==> src/rtl/simon_keyed_core.sv <==
// Iterative Simon block cipher with on-chip key expansion and encrypt/decrypt mode.
// Valid/ready on both sides; the round-key file survives reset and is rewritten by key_load.
module simon_keyed_core #(
   parameter int unsigned N      = 16,
   parameter int unsigned M      = 4,
   parameter int unsigned T      = 32,
   parameter int unsigned UNROLL = 1,
   parameter logic [61:0] Z      = 62'h19C3522FB386A45F
) (
   input  logic             clk,
   input  logic             rst,
   input  logic             key_load,
   input  logic [N*M-1:0]   key,
   output logic             key_valid,
   output logic             key_busy,
   input  logic             in_valid,
   output logic             in_ready,
   input  logic             in_decrypt,
   input  logic [2*N-1:0]   in_block,
   output logic             out_valid,
   input  logic             out_ready,
   output logic [2*N-1:0]   out_block,
   output logic             out_decrypt
);

   localparam int unsigned KW = (T > 1) ? $clog2(T) : 1;
   localparam int unsigned NR = T / UNROLL;

   typedef enum logic [2:0] {
      ST_NOKEY,
      ST_EXPAND,
      ST_IDLE,
      ST_RUN,
      ST_DONE
   } state_e;

   state_e           state_q, state_d;
   logic [KW-1:0]    cnt_q, cnt_d;
   logic [N-1:0]     x_q, x_d;
   logic [N-1:0]     y_q, y_d;
   logic             dec_q, dec_d;
   logic             key_valid_q, key_valid_d;
   logic             out_valid_q, out_valid_d;
   logic [2*N-1:0]   out_block_q, out_block_d;
   logic             out_decrypt_q, out_decrypt_d;
   logic [N-1:0]     rk_q [T];
   logic [N-1:0]     rk_d [T];

   logic [N-1:0]     exp_key;
   logic [N-1:0]     round_x, round_y;

   function automatic logic [N-1:0] rol(input logic [N-1:0] v, input int unsigned r);
      return (v << r) | (v >> (N - r));
   endfunction

   function automatic logic [N-1:0] ror(input logic [N-1:0] v, input int unsigned r);
      return rol(v, N - r);
   endfunction

   function automatic logic [N-1:0] f_round(input logic [N-1:0] v);
      return (rol(v, 1) & rol(v, 8)) ^ rol(v, 2);
   endfunction

   assign key_busy    = (state_q == ST_EXPAND);
   assign key_valid   = key_valid_q;
   assign in_ready    = (state_q == ST_IDLE) && !key_load;
   assign out_valid   = out_valid_q;
   assign out_block   = out_block_q;
   assign out_decrypt = out_decrypt_q;

   // Next round key k(cnt) from keys already in the file.
   always_comb begin
      logic [N-1:0] tmp;
      logic [5:0]   zi;
      tmp = ror(rk_q[cnt_q - KW'(1)], 3);
      if (M == 4) begin
         tmp = tmp ^ rk_q[cnt_q - KW'(3)];
      end
      tmp     = tmp ^ ror(tmp, 1);
      zi      = 6'((32'(cnt_q) - M) % 62);
      exp_key = ~rk_q[cnt_q - KW'(M)] ^ tmp ^ N'(Z[zi]) ^ N'(3);
   end

   // UNROLL rounds; decrypt walks the key file downwards.
   always_comb begin
      logic [N-1:0]  t;
      logic [KW-1:0] idx;
      round_x = x_q;
      round_y = y_q;
      for (int unsigned u = 0; u < UNROLL; u++) begin
         idx = KW'(32'(cnt_q) * UNROLL + u);
         if (dec_q) begin
            idx = KW'(T - 1) - idx;
         end
         t       = round_x;
         round_x = round_y ^ f_round(round_x) ^ rk_q[idx];
         round_y = t;
      end
   end

   always_comb begin
      state_d       = state_q;
      cnt_d         = cnt_q;
      x_d           = x_q;
      y_d           = y_q;
      dec_d         = dec_q;
      key_valid_d   = key_valid_q;
      out_valid_d   = out_valid_q;
      out_block_d   = out_block_q;
      out_decrypt_d = out_decrypt_q;
      rk_d          = rk_q;

      case (state_q)
         ST_EXPAND: begin
            rk_d[cnt_q] = exp_key;
            if (cnt_q == KW'(T - 1)) begin
               state_d     = ST_IDLE;
               key_valid_d = 1'b1;
            end else begin
               cnt_d = cnt_q + KW'(1);
            end
         end
         ST_IDLE: begin
            if (in_valid && in_ready) begin
               dec_d   = in_decrypt;
               cnt_d   = '0;
               state_d = ST_RUN;
               if (in_decrypt) begin
                  x_d = in_block[N-1:0];
                  y_d = in_block[2*N-1:N];
               end else begin
                  x_d = in_block[2*N-1:N];
                  y_d = in_block[N-1:0];
               end
            end
         end
         ST_RUN: begin
            x_d = round_x;
            y_d = round_y;
            if (cnt_q == KW'(NR - 1)) begin
               state_d       = ST_DONE;
               out_valid_d   = 1'b1;
               out_decrypt_d = dec_q;
               out_block_d   = dec_q ? {round_y, round_x} : {round_x, round_y};
            end else begin
               cnt_d = cnt_q + KW'(1);
            end
         end
         ST_DONE: begin
            if (out_ready) begin
               state_d     = ST_IDLE;
               out_valid_d = 1'b0;
            end
         end
         default: ;
      endcase

      // A key load pre-empts everything except an in-flight or held block.
      if (key_load && (state_q == ST_NOKEY || state_q == ST_IDLE || state_q == ST_EXPAND)) begin
         for (int unsigned m = 0; m < M; m++) begin
            rk_d[m] = key[m*N +: N];
         end
         cnt_d       = KW'(M);
         state_d     = ST_EXPAND;
         key_valid_d = 1'b0;
      end
   end

   always_ff @(posedge clk) begin
      if (rst) begin
         state_q       <= ST_NOKEY;
         cnt_q         <= '0;
         x_q           <= '0;
         y_q           <= '0;
         dec_q         <= 1'b0;
         key_valid_q   <= 1'b0;
         out_valid_q   <= 1'b0;
         out_block_q   <= '0;
         out_decrypt_q <= 1'b0;
      end else begin
         state_q       <= state_d;
         cnt_q         <= cnt_d;
         x_q           <= x_d;
         y_q           <= y_d;
         dec_q         <= dec_d;
         key_valid_q   <= key_valid_d;
         out_valid_q   <= out_valid_d;
         out_block_q   <= out_block_d;
         out_decrypt_q <= out_decrypt_d;
      end
   end

   // Round-key file is not cleared by reset.
   always_ff @(posedge clk) begin
      if (!rst) begin
         rk_q <= rk_d;
      end
   end

endmodule

==> config.mk <==
export PLATFORM = sky130hd
export DESIGN_NAME = simon_keyed_core
export DESIGN_NICKNAME = d
export VERILOG_FILES = /design/src/rtl/simon_keyed_core.sv
export SDC_FILE = /design/constraint.sdc
export NUM_CORES = 2
export LEC_CHECK = 0
export CAP_MARGIN = 10
export CORE_AREA = 5 5 335 337
export CTS_BUF_LIST = sky130_fd_sc_hd__clkbuf_2 sky130_fd_sc_hd__clkbuf_4 sky130_fd_sc_hd__clkbuf_8
export CTS_CLUSTER_SIZE = 20
export DETAILED_ROUTE_END_ITERATION = 10
export DIE_AREA = 0 0 340 342
export PLACE_DENSITY = 0.49
export SYNTH_ARGS = -nofsm -noshare
export SYNTH_HDL_FRONTEND = slang
export SYNTH_SLANG_ARGS = --single-unit
==> constraint.sdc <==
create_clock -name clk -period 9 [get_ports clk]
set_clock_uncertainty 0.05 [all_clocks]
set_input_delay 1.35 -clock clk [delete_from_list [all_inputs] [get_ports clk]]
set_output_delay 1.35 -clock clk [all_outputs]
set_load 0.005 [all_outputs]
Yosys cells after proc, flatten, opt, wreduce, memory -nomap -nowiden
Memories as Yosys holds them, arrays and structs flattened.
Cells that the tools add are included.
- register bits after elaboration: 588
- bits in latches: 0
- bits in writable memories: 0
- memory bits (read-only): 64
- input bits: 102
- output and inout port bits: 37
- word-level logic and storage cells: 161
- memories kept: 1
- add/subtract/negate cells: 6
- $mul: 0
- divide/modulo/power cells: 1
- magnitude comparators: 7
- eq/ne operators: 15
- shift operators: 0
- muxes and demuxes: 39
- bitwise operators: 21
- reductions and logical operators: 28
- memories (memory ; depth ; width ; read ports ; clocked after memory_dff ; wr ports ; line ; source):
    (name not given) ; 64 ; 1 ; 1 ; 0 ; 0 ; 81 ; exp_key = ~rk_q[cnt_q - KW'(M)] ^ tmp ^ N'(Z[zi]) ^ N'(3);
- operators by type and width (cell ; number):
    bitwise mux 512 bit ; 1
    two-way mux 512 bit ; 1
    binary-select mux 16 bit (select 5 bit) ; 4
    two-way mux 16 bit ; 13
    bitwise XOR 16 bit ; 6
    demux 16 bit (select 5 bit) ; 1
    two-way mux 64 bit ; 1
    case mux 16 bit (2 select lines) ; 2
    modulo 32 x 6 -> 32 bit, second input constant ; 1
    two-way mux 32 bit ; 1
    greater-or-equal comparator 6 bit, second input constant ; 5
    NOT 5 -> 6 bit ; 5
    AND 16 bit ; 1
    NOT 16 bit ; 1
    bitwise OR 16 x 1 -> 16 bit ; 1
    bitwise OR 16 x 13 -> 16 bit ; 1
    bitwise OR 16 x 15 -> 16 bit ; 1
    bitwise OR 16 x 2 -> 16 bit ; 1
    bitwise OR 16 x 8 -> 16 bit ; 1
    bitwise XOR 16 x 1 -> 16 bit ; 1
    two-way mux 3 bit ; 5
    two-way mux 5 bit ; 3
    case mux 3 bit (4 select lines) ; 1
    AND reduction 2 bit ; 6
    other kinds (33) ; 53

Logic depth before layout (Yosys ltp)
- depth after elaboration: 15
- mapped depth: 18
- depth with buffers taken out: 13

Worst setup path after synthesis
OpenSTA, ideal clock, no wires.
- path kind: flip-flop to flip-flop
- from: register cnt_q[1]
- to: register rk_q[100] (netlist name) (data pin)
- library setup time: 0.395 ns
- arrival: 4.738 ns
- path slack: 3.817 ns
- stages on the path, launching flop included: 15
- clock period less this slack: 5.183 ns
- cell sequence: dfxtp_1 -> buf_2 -> buf_1 -> clkbuf_1 -> inv_2 -> ha_1 -> buf_6 -> buf_2 -> clkbuf_1 -> mux4_2 -> mux4_2 -> mux2i_1 -> xnor2_1 -> xnor2_1 -> xnor2_1
- cells in the longest elaborated chain, start to end: 12
- elaborated cells on any way between the ends: 29
- classes of those cells: 3 x add/sub; 2 x order compare; 12 x mux; 11 x bitwise; 1 x reduce/logical
- ends and longest elaborated chain (element ; line ; source):
    start: declaration ; 38 ; logic [KW-1:0] cnt_q, cnt_d;
    start signal: assignment ; 182 ; cnt_q <= cnt_d;
    subtractor 5 x 1 -> 5 bit ; 75 ; tmp = ror(rk_q[cnt_q - KW'(1)], 3);
    NOT 5 -> 6 bit (not written as such) ; 75 ;
    binary-select mux 16 bit (select 5 bit) ; 75 ;
    two-way mux 16 bit (not written as such) (2 in a row) ; 75 ;
    bitwise OR 16 x 13 -> 16 bit ; 53 ; return (v << r) | (v >> (N - r));
    bitwise XOR 16 bit ; 77 ; tmp = tmp ^ rk_q[cnt_q - KW'(3)];
    bitwise OR 16 x 15 -> 16 bit ; 53 ;
    bitwise XOR 16 bit ; 79 ; tmp = tmp ^ ror(tmp, 1);
    bitwise XOR 16 bit * ; 81 ;
    bitwise XOR 16 x 1 -> 16 bit * ; 81 ;
    named net exp_key[4] ; 49 ; logic [N-1:0] exp_key;
    bitwise mux 512 bit * ; 115 ; rk_d[cnt_q] = exp_key;
    end signal: assignment ; 196 ; rk_q <= rk_d;
    end: declaration ; 46 ; logic [N-1:0] rk_q [T];
The timed path passes the listed nets; every way through them passes the cells marked *. The select of a mux whose other input is x is not followed.
A chain may end at the register's enable or synchronous reset.

==> results.yml <==
die:
  io-pin-count: 139
  fp.dieW_um: 340
  rows: 121
  initial_core_util: 0.349
  core_um2: 109000
  die_y_um: 342
  die-area_um2: 116000
detailed_routing:
  dr_total_vias: 25521
  drc: 0
  wirelength_um: 142000
  vias_per_cell: 6.45
  final_antenna_net_count: 0
  wl_per_cell_um: 36.0
  drt_iter0_markers: 2911
  first_pass_iters: 5
placed_design:
  hpwl_um: 91900
  place_inst: 3763
  port_buffers: 138
  gp_congestion: 0.846
layout:
  final_core_util: 0.398
  multi_input_area_um2: 19900
  most-common-layout-cells: "mux4_2 (558), edfxtp_1 (512), mux2i_1 (203), clkdlybuf4s50_1 (136), nand2_1 (129)"
  fill_cells: 9803
  fin_nets: 2573
  final_layout_size_suffix_gt1_frac: 0.353
  seqCellArea_um2: 16900
  final_cells: 3957
  area.growth.synth_to_final_pct: 13.9
  final_common_cell: "mux4_2"
yosys:
  synth_top_area_cell: "edfxtp_1"
  seq_area_frac_synth: 0.446
  yosysWarnings: 0
  yosysUniqueCellTypes: 70
  ys_async_sr_fraction: 0
  synth_edf_count: 512
  syn_nets: 2471
  yosys-top-cells-area: "edfxtp_1 (41%), mux4_2 (33%), mux2i_1 (5.4%)"
  synthSimpleGateAreaFrac: 0.0384
  synth_xor_area_frac: 0.0290
  syn_area_per_cell_um2: 16.1
  syn_inst: 2357
  synth.area.mux_share: 0.399
  synth_ff_type: "edfxtp_1"
  synth_top_family_by_area: "multiplexers"
  netlist.area_leader.share: 0.406
  synthAdderAreaFrac: 0.00396
  netlist_area_um2: 37900
  synth_seq_cells: 588
  synth_compound_area_frac: 0.0463
global_route:
  overflow: 0
  grt_max_degree: 119
  antenna_found_initial: 1
  grtUsageTotal: 0.241
  grt_pass1_vias: 25434
  grt_pass1_wl_um: 200000
sta:
  setup_tns_ns: 0
  rsz0062_at_grt: "no"
  finalSetupViolCount: 0
  hold_viol: 0
  drv_slew: 0
  timing.final.crit_share: 0.686
  tightest_slew_ns: 1.28
  fmax_mhz: 162
  slew_headroom: 0.140
  period_needed_ns: 6.18
  worst_hold_slack_ns: 0.426
worst_setup_path:
  crit_arrival_ns: 6.73
  path_class: "reg -> reg"
  cp_max_fo: 48
  critPathLaunchType: "flop"
  crit_required_ns: 9.55
  end_kind: "flop"
pwr:
  power.density_nw_per_um2: 187
  total_power_mw: 8.06
  peakVddDrop_mv: 0.0972
  p_leak_nw: 13.3
clock_tree:
  cts_inserted_buffers: 106
  cts_tree: "built"
  cts_setup_buffers: 0
  cts-resized-gates: 0
  clk_latency_ns: 0.76
  cts_root_buf: "clkbuf_8"
  hold_buffers: 0
  clkTransAtPathRegs_ns: 0.06
  h-tree-depth: 3
  clkSinkCount: 588
  cts_buffer_depth: 3
flow_run:
  max-cap-violations: 0
run_status:
  status: "completed"
min_path:
  hold_path_class: "reg -> reg"
==> Yosys cell counts (22+ instances only) <==
cell	count
a21oi_1	77
buf_2	65
buf_4	22
buf_6	28
clkbuf_1	92
dfxtp_1	76
edfxtp_1	512
mux2i_1	203
mux4_2	558
nand2_1	130
nor2_1	117
o21ai_0	56
o21ai_1	27
xnor2_1	77
xor2_1	23
==> per-layer routing <==
metal  part of all wire  vias to the layer above  global-route usage
met5                  0                        -                   0
met4              0.037                        0              0.0843
met3               0.10                      247              0.0643
met2               0.47                     1617               0.384
met1               0.39                    13509               0.321
li1                   -                    10148                   -
==> state kept, by name, summed over array words and instances, names as in the netlist <==
| name | count |
|---|---|
| round_y | 16 |
| y_q | 16 |
| dec_q | 1 |
| key_valid | 1 |
| state_q | 3 |
| cnt_q | 5 |
| out_block | 32 |
| rk_q | 512 |
| out_valid | 1 |
| out_decrypt | 1 |
==> through the flow <==
step | setup WS, ns | area (um^2)
5_1_grt | 2.55 | 43200
2_1_floorplan | 3.82 | 37900
6_report | 2.82 | 43200
4_1_cts | 2.88 | 43100
3_3_place_gp | 2.75 | 40800
3_5_place_dp | 2.92 | 40800
==> cells by family (layout without fill, tap and decap cells) <==
family | after synthesis | count (layout)
other cells | 0 | 1
xor+xnor | 113 | 113
fa+ha+maj | 12 | 12
mux | 784 | 784
simple gates | 333 | 333
buf+inv | 250 | 435
compound gates | 277 | 277
flops | 588 | 588
==> final timing paths <==
kind | startpoint | cells past startpoint | endpoint | slack (ns)
hold / removal | out_decrypt | 2 | out_decrypt | 0.43
setup / recovery | cnt_q[0] | 11 | rk_q[487] | 2.82
hold reg to reg | out_decrypt | 2 | out_decrypt | 0.43
setup reg to reg | cnt_q[0] | 11 | rk_q[487] | 2.82
==> area by class of cell <==
cell class / instances / share of cell area
Antenna cell: 1 / 0.0000580
Clock buffer: 147 / 0.0424
Clock inverter: 44 / 0.0121
Inverter: 24 / 0.00209
Multi-Input combinational cell: 1519 / 0.462
Sequential cell: 588 / 0.392
Tap cell: 1414 / 0.0410
Timing Repair Buffer: 220 / 0.0488
==> critical path: stages, from the launching register on <==
cell     delay [ns]
dfxtp_4        0.84
inv_1          0.36
ha_4           0.93
buf_12         0.40
mux4_2         0.54
mux4_2         0.45
mux2i_1        0.53
xnor2_1        0.37
xnor2_1        0.26
xnor2_2        0.83
buf_6          0.27
a22o_1         0.14
==> power by group <==
part | leakage, nW | internal [mW] | switching, mW
registers | 5.26 | 3.55 | 0.0354
logic | 6.85 | 0.532 | 1.10
clock network | 1.22 | 1.65 | 1.19
Note: power is estimated with default switching activity, not from simulation.
